## src/rtl/rf_wb_arbiter.sv

```systemverilog
// Register-file write-port arbiter: the pipeline writeback wins, and MDU results wait in a small FIFO.
// It keeps a pending-destination scoreboard for decode hazards and raises a stall when the FIFO head starves.
module rf_wb_arbiter #(
    parameter int DEPTH        = 2,
    parameter int STARVE_LIMIT = 4
) (
    input  logic        clk,
    input  logic        rst,
    input  logic        pipe_wr_en,
    input  logic [4:0]  pipe_wr_addr,
    input  logic [31:0] pipe_wr_data,
    input  logic        mdu_issue,
    input  logic [4:0]  mdu_issue_rd,
    input  logic        mdu_valid,
    output logic        mdu_ready,
    input  logic [4:0]  mdu_rd,
    input  logic [31:0] mdu_data,
    input  logic [4:0]  dec_rs1,
    input  logic [4:0]  dec_rs2,
    input  logic [4:0]  dec_rd,
    output logic        hazard,
    output logic        pipe_stall,
    output logic        rf_wr_en,
    output logic [4:0]  rf_wr_addr,
    output logic [31:0] rf_wr_data
);

    localparam int AW = (DEPTH > 1) ? $clog2(DEPTH) : 1;
    localparam int CW = AW + 1;
    localparam logic [CW-1:0] FULL_CNT   = CW'(DEPTH);
    localparam logic [CW-1:0] CNT_ONE    = CW'(1);
    localparam logic [AW-1:0] PTR_ONE    = AW'(1);
    localparam logic [7:0]    STARVE_MAX = 8'(STARVE_LIMIT);

    function automatic logic [31:0] reg_mask(input logic [4:0] idx);
        reg_mask = 32'd1 << idx;
    endfunction

    logic [4:0]    fifo_rd_r   [DEPTH];
    logic [31:0]   fifo_data_r [DEPTH];
    logic [AW-1:0] wr_ptr_r;
    logic [AW-1:0] rd_ptr_r;
    logic [CW-1:0] count_r;
    logic [7:0]    starve_r;
    logic [31:0]   pending_r;
    logic          rf_from_mdu_r;

    logic          push_s;
    logic          pop_s;
    logic          empty_s;
    logic          full_s;
    logic [4:0]    head_rd_s;
    logic [31:0]   head_data_s;
    logic [31:0]   clr_mask_s;
    logic [31:0]   set_mask_s;
    logic [31:0]   pending_next_s;

    // Ready comes from the registered count only, so a same-cycle pop never frees a slot for a push.
    assign empty_s     = (count_r == {CW{1'b0}});
    assign full_s      = (count_r == FULL_CNT);
    assign mdu_ready   = ~rst & ~full_s;
    assign push_s      = mdu_valid & mdu_ready;
    assign pop_s       = ~pipe_wr_en & ~empty_s;
    assign head_rd_s   = fifo_rd_r[rd_ptr_r];
    assign head_data_s = fifo_data_r[rd_ptr_r];

    assign clr_mask_s     = (rf_wr_en & rf_from_mdu_r) ? reg_mask(rf_wr_addr) : 32'd0;
    assign set_mask_s     = mdu_issue ? reg_mask(mdu_issue_rd) : 32'd0;
    assign pending_next_s = ((pending_r & ~clr_mask_s) | set_mask_s) & ~32'd1;

    assign hazard     = ~rst & (pending_r[dec_rs1] | pending_r[dec_rs2] | pending_r[dec_rd]);
    assign pipe_stall = ~rst & (starve_r == STARVE_MAX);

    // FIFO storage write
    always_ff @(posedge clk) begin
        if (push_s) begin
            fifo_rd_r[wr_ptr_r]   <= mdu_rd;
            fifo_data_r[wr_ptr_r] <= mdu_data;
        end
    end

    // FIFO pointers and occupancy
    always_ff @(posedge clk) begin
        if (rst) begin
            wr_ptr_r <= {AW{1'b0}};
            rd_ptr_r <= {AW{1'b0}};
            count_r  <= {CW{1'b0}};
        end else begin
            if (push_s) begin
                wr_ptr_r <= wr_ptr_r + PTR_ONE;
            end
            if (pop_s) begin
                rd_ptr_r <= rd_ptr_r + PTR_ONE;
            end
            case ({push_s, pop_s})
                2'b10:   count_r <= count_r + CNT_ONE;
                2'b01:   count_r <= count_r - CNT_ONE;
                default: count_r <= count_r;
            endcase
        end
    end

    // Starvation counter for the FIFO head, saturating at the limit
    always_ff @(posedge clk) begin
        if (rst) begin
            starve_r <= 8'd0;
        end else if (pop_s || empty_s) begin
            starve_r <= 8'd0;
        end else if (starve_r != STARVE_MAX) begin
            starve_r <= starve_r + 8'd1;
        end else begin
            starve_r <= starve_r;
        end
    end

    // Registered register-file write port; x0 targets load addr/data but never enable
    always_ff @(posedge clk) begin
        if (rst) begin
            rf_wr_en      <= 1'b0;
            rf_wr_addr    <= 5'd0;
            rf_wr_data    <= 32'd0;
            rf_from_mdu_r <= 1'b0;
        end else if (pipe_wr_en) begin
            rf_wr_en      <= (pipe_wr_addr != 5'd0);
            rf_wr_addr    <= pipe_wr_addr;
            rf_wr_data    <= pipe_wr_data;
            rf_from_mdu_r <= 1'b0;
        end else if (pop_s) begin
            rf_wr_en      <= (head_rd_s != 5'd0);
            rf_wr_addr    <= head_rd_s;
            rf_wr_data    <= head_data_s;
            rf_from_mdu_r <= 1'b1;
        end else begin
            rf_wr_en      <= 1'b0;
            rf_from_mdu_r <= 1'b0;
        end
    end

    // Pending-write scoreboard; a new issue overrides a same-cycle commit clear
    always_ff @(posedge clk) begin
        if (rst) begin
            pending_r <= 32'd0;
        end else begin
            pending_r <= pending_next_s;
        end
    end

endmodule

```

## config.mk

```make
export PLATFORM = sky130hd
export DESIGN_NAME = rf_wb_arbiter
export DESIGN_NICKNAME = d
export VERILOG_FILES = /design/src/rtl/rf_wb_arbiter.sv
export SDC_FILE = /design/constraint.sdc
export NUM_CORES = 1
export LEC_CHECK = 0
export BUFFER_PORTS_ARGS = -buffer_cell sky130_fd_sc_hd__buf_2
export CAP_MARGIN = 5
export CORE_ASPECT_RATIO = 0.5
export CORE_MARGIN = 10
export CORE_UTILIZATION = 34
export CTS_BUF_LIST = sky130_fd_sc_hd__clkbuf_4 sky130_fd_sc_hd__clkbuf_8 sky130_fd_sc_hd__clkbuf_16
export DETAILED_ROUTE_END_ITERATION = 6
export SKIP_LAST_GASP = 1
export SYNTH_ARGS = -nofsm -noshare
export SYNTH_HDL_FRONTEND = slang
export SYNTH_SLANG_ARGS = --single-unit
```

## constraint.sdc

```tcl
create_clock -name clk -period 3.75 [get_ports clk]
set_input_delay 0.75 -clock clk [delete_from_list [all_inputs] [get_ports clk]]
set_output_delay 0.75 -clock clk [all_outputs]
set_load 0.1 [all_outputs]
```

==> results.json <==
{
  "stdcell_count": 1023,
  "finalCriticalPeriod_ps": 3500,
  "avgViaCountPerCell": 5.27,
  "avgSynthCellArea_um2": 11.2,
  "wire_per_inst_um": 18.4,
  "p_comb_share_pct": 24.0,
  "ys_ff_latch": 157,
  "setup.worst_path.class": "in2out",
  "final_antenna_net_count": 0,
  "cp-end-kind": "primary output",
  "nNetsFinal": 845,
  "slowest_delay_ps": 600,
  "grt_pass1_wl_um": 29300,
  "clk_latency_ps": 420,
  "cts-resized-gates": 0,
  "critPathTopFamily": "compound AO/OA/AOI/OAI gates",
  "startpoint_type": "input pin",
  "synthArstFlopShare_pct": 0,
  "grt_remaining_overflow": 0,
  "cpMaxStageDelayCell": "mux4_1",
  "p_leak_nw": 3.21,
  "drtPass1Iterations": 7,
  "cts.path.max_buffers": 2,
  "grt_usage_pct": 13.7,
  "ys.flop_type": "dfxtp_1",
  "dp_hpwl_um": 13200,
  "slew_headroom_pct": 37.5,
  "critical_path_buf_inv_count": 2,
  "outcome": "complete, no violations",
  "fin_crit_sh_pct": 93.2,
  "clock_sinks": 157,
  "worstPathArrival_ps": 2750,
  "io_pins": 140,
  "crit_chain": "buf_2 > mux4_1 > a32oi_1 > o211ai_1 > a2111oi_1 > a31oi_2 > buf_2",
  "synth_edf_count": 74,
  "tightest_slew_ps": 938,
  "fmax_ghz": 0.286,
  "synth.distinct_cells": 52,
  "wirelength_um": 18800,
  "synth_fp_nets": 721,
  "crit_fanout": 10,
  "layout-drive-gt1-share_pct": 30.7,
  "grt_max_degree": 50,
  "drc": 0,
  "power.clock.fraction_pct": 35.8,
  "grt_pass1_vias": 5355,
  "swShare_pct": 33.3,
  "gp_congestion": 0.883,
  "antenna_found_initial": 1,
  "portBuffers": 139,
  "ys.warnings.count": 0,
  "finalSetupViolCount": 0,
  "drv_cap": 0,
  "num_vias": 5393,
  "finalSetupTns_ps": 0,
  "hp-class": "reg2reg",
  "die_area_mm2": 0.0269,
  "hold_buffers": 0,
  "rows": 36,
  "root_buffer": "clkbuf_16",
  "cts_tree": "done",
  "finClkSkew_ps": 12.3,
  "seq_power_share_pct": 40.2,
  "die_w_um": 222,
  "internal-power_mw": 3.46,
  "synth_area_mm2": 0.00695,
  "syn_inst": 619,
  "first_iter_violations": 595,
  "cp.required_ps": 3000,
  "core_mm2": 0.0198,
  "power_density_mw_per_mm2": 609,
  "clk_pin_slew_ps": 60,
  "peakVddDrop_mv": 0.276,
  "post-cts-setup-buffers": 0,
  "htreeDepth": 4,
  "die_y_um": 121,
  "synthToLayoutAreaGrowth_pct": 22.5,
  "drv_slew": 0,
  "rsz0062_at_grt": "no",
  "hold_violations": 0,
  "start_util_pct": 35.1,
  "p_sw_mw": 1.72,
  "ys_seq_area_share_pct": 55.9,
  "numCtsBuffers": 17,
  "cpMostUsedCell": "buf_2",
  "placed_cells": 990
}
routing by layer:
layer | up-vias | global-route usage (%) | part of all wire [%]
li1 | 2551 | - | -
met1 | 2644 | 16.8 | 43
met2 | 166 | 23.2 | 50
met3 | 32 | 2.65 | 4.9
met4 | 0 | 5.70 | 2.1
met5 | - | 0 | 0
cells by family (layout without fill, tap and decap cells):
| kind of cell | Yosys count | count (layout) | synth area share, % |
|---|---|---|---|
| multiplexers | 68 | 68 | 13.6 |
| AND/OR/NAND/NOR | 191 | 191 | 12.5 |
| AO/OA/AOI/OAI | 140 | 140 | 12.5 |
| adder cells (fa/ha/maj) | 3 | 3 | 0.540 |
| buffers and inverters | 49 | 186 | 3.53 |
| flip-flops | 157 | 157 | 55.9 |
| XOR/XNOR | 11 | 11 | 1.39 |
| other | 0 | 1 | 0 |
through the flow:
step | setup slack, ps | util, % | total power, mW | cell area (um2) | hold WS [ps]
2_1_floorplan | 250 | - | 3.07 | 6960 | 465
3_3_place_gp | 278 | 39.7 | 3.36 | 7860 | 435
3_5_place_dp | 241 | 39.7 | 3.38 | 7860 | 442
4_1_cts | 229 | 43.0 | 5.24 | 8510 | 451
5_1_grt | 154 | 43.1 | 5.41 | 8510 | 476
6_report | 253 | 43.1 | 5.19 | 8510 | 448
power groups by stage:
stage	clock network (mW)	registers, mW	logic [mW]
2_1_floorplan	0	2.51	0.563
3_3_place_gp	0	2.12	1.24
3_5_place_dp	0	2.12	1.25
4_1_cts	1.89	2.09	1.26
5_1_grt	1.97	2.11	1.33
6_report	1.85	2.09	1.25
cells in the final DEF (no fill, tap or decap), types with 4 or more instances in the layout:
master       n
a2111oi_0    4
a21oi_1     52
a222oi_1    21
buf_2      139
buf_4        6
clkbuf_16   22
clkbuf_4     4
dfxtp_1     82
edfxtp_1    74
inv_1        8
mux2_2      32
mux2i_1     20
mux4_1       7
mux4_2       9
nand2_1     87
nand2b_1     6
nand3_1      6
nor2_1      51
nor2b_1      5
nor3_1       4
nor3b_1      4
o21ai_0     46
or3_1        4
xnor2_1      4
xor2_1       7
worst reg2reg max path: cells and delay by family (launching register included):
family / cells / cell delay (ps)
simple gates: 1 / 830
flops: 1 / 490
compound gates: 1 / 190
buf+inv: 1 / 120
worst paths after layout:
kind,startpoint,to,slack [ps],depth (start not counted)
worst min-delay path,rf_wr_data[22],rf_wr_data[22],450,2
worst max-delay path,dec_rs1[0],hazard,250,7
worst max register to register,count_r[0],fifo_data_r[1][23],1730,3
worst min register to register,rf_wr_data[22],rf_wr_data[22],450,2
flip-flops by register name (all words and copies together) (netlist names), named ones only:
signal / flops
rf_from_mdu_r: 1
rf_wr_data: 32
count_r: 2
starve_r: 8
pending_r: 31
fifo_data_r: 64
rf_wr_en: 1
fifo_rd_r: 10
wr_ptr_r: 1
rd_ptr_r: 1
rf_wr_addr: 5
final cells by class:
cell class	count	area (um2)
diodes	1	2.50
well taps	266	333
clock inverters	5	61.3
clock buffers	27	594
flip-flops and latches	157	3880
multi-input cells	413	2850
fillers	1868	11300
repair buffers	146	761
inverters	8	30.0
cell usage after synthesis, drive strengths merged, types with 4 or more instances:
cell / count / area [um2]
clkbuf: 30 / 134
nand2: 87 / 327
or3: 4 / 25.0
nand2b: 6 / 37.5
a21oi: 53 / 265
mux2i: 20 / 200
nor2b: 5 / 31.3
nor3: 5 / 30.0
mux4: 16 / 387
o21ai: 46 / 230
a222oi: 21 / 210
and3: 5 / 32.5
dfxtp: 83 / 1660
nand3: 6 / 30.0
xor2: 7 / 61.3
xnor2: 4 / 35.0
mux2: 32 / 360
nor3b: 4 / 30.0
nor2: 52 / 195
buf: 11 / 81.3
inv: 8 / 30.0
edfxtp: 74 / 2220
a2111oi: 5 / 45.0
(Power assumes the default switching activity.)
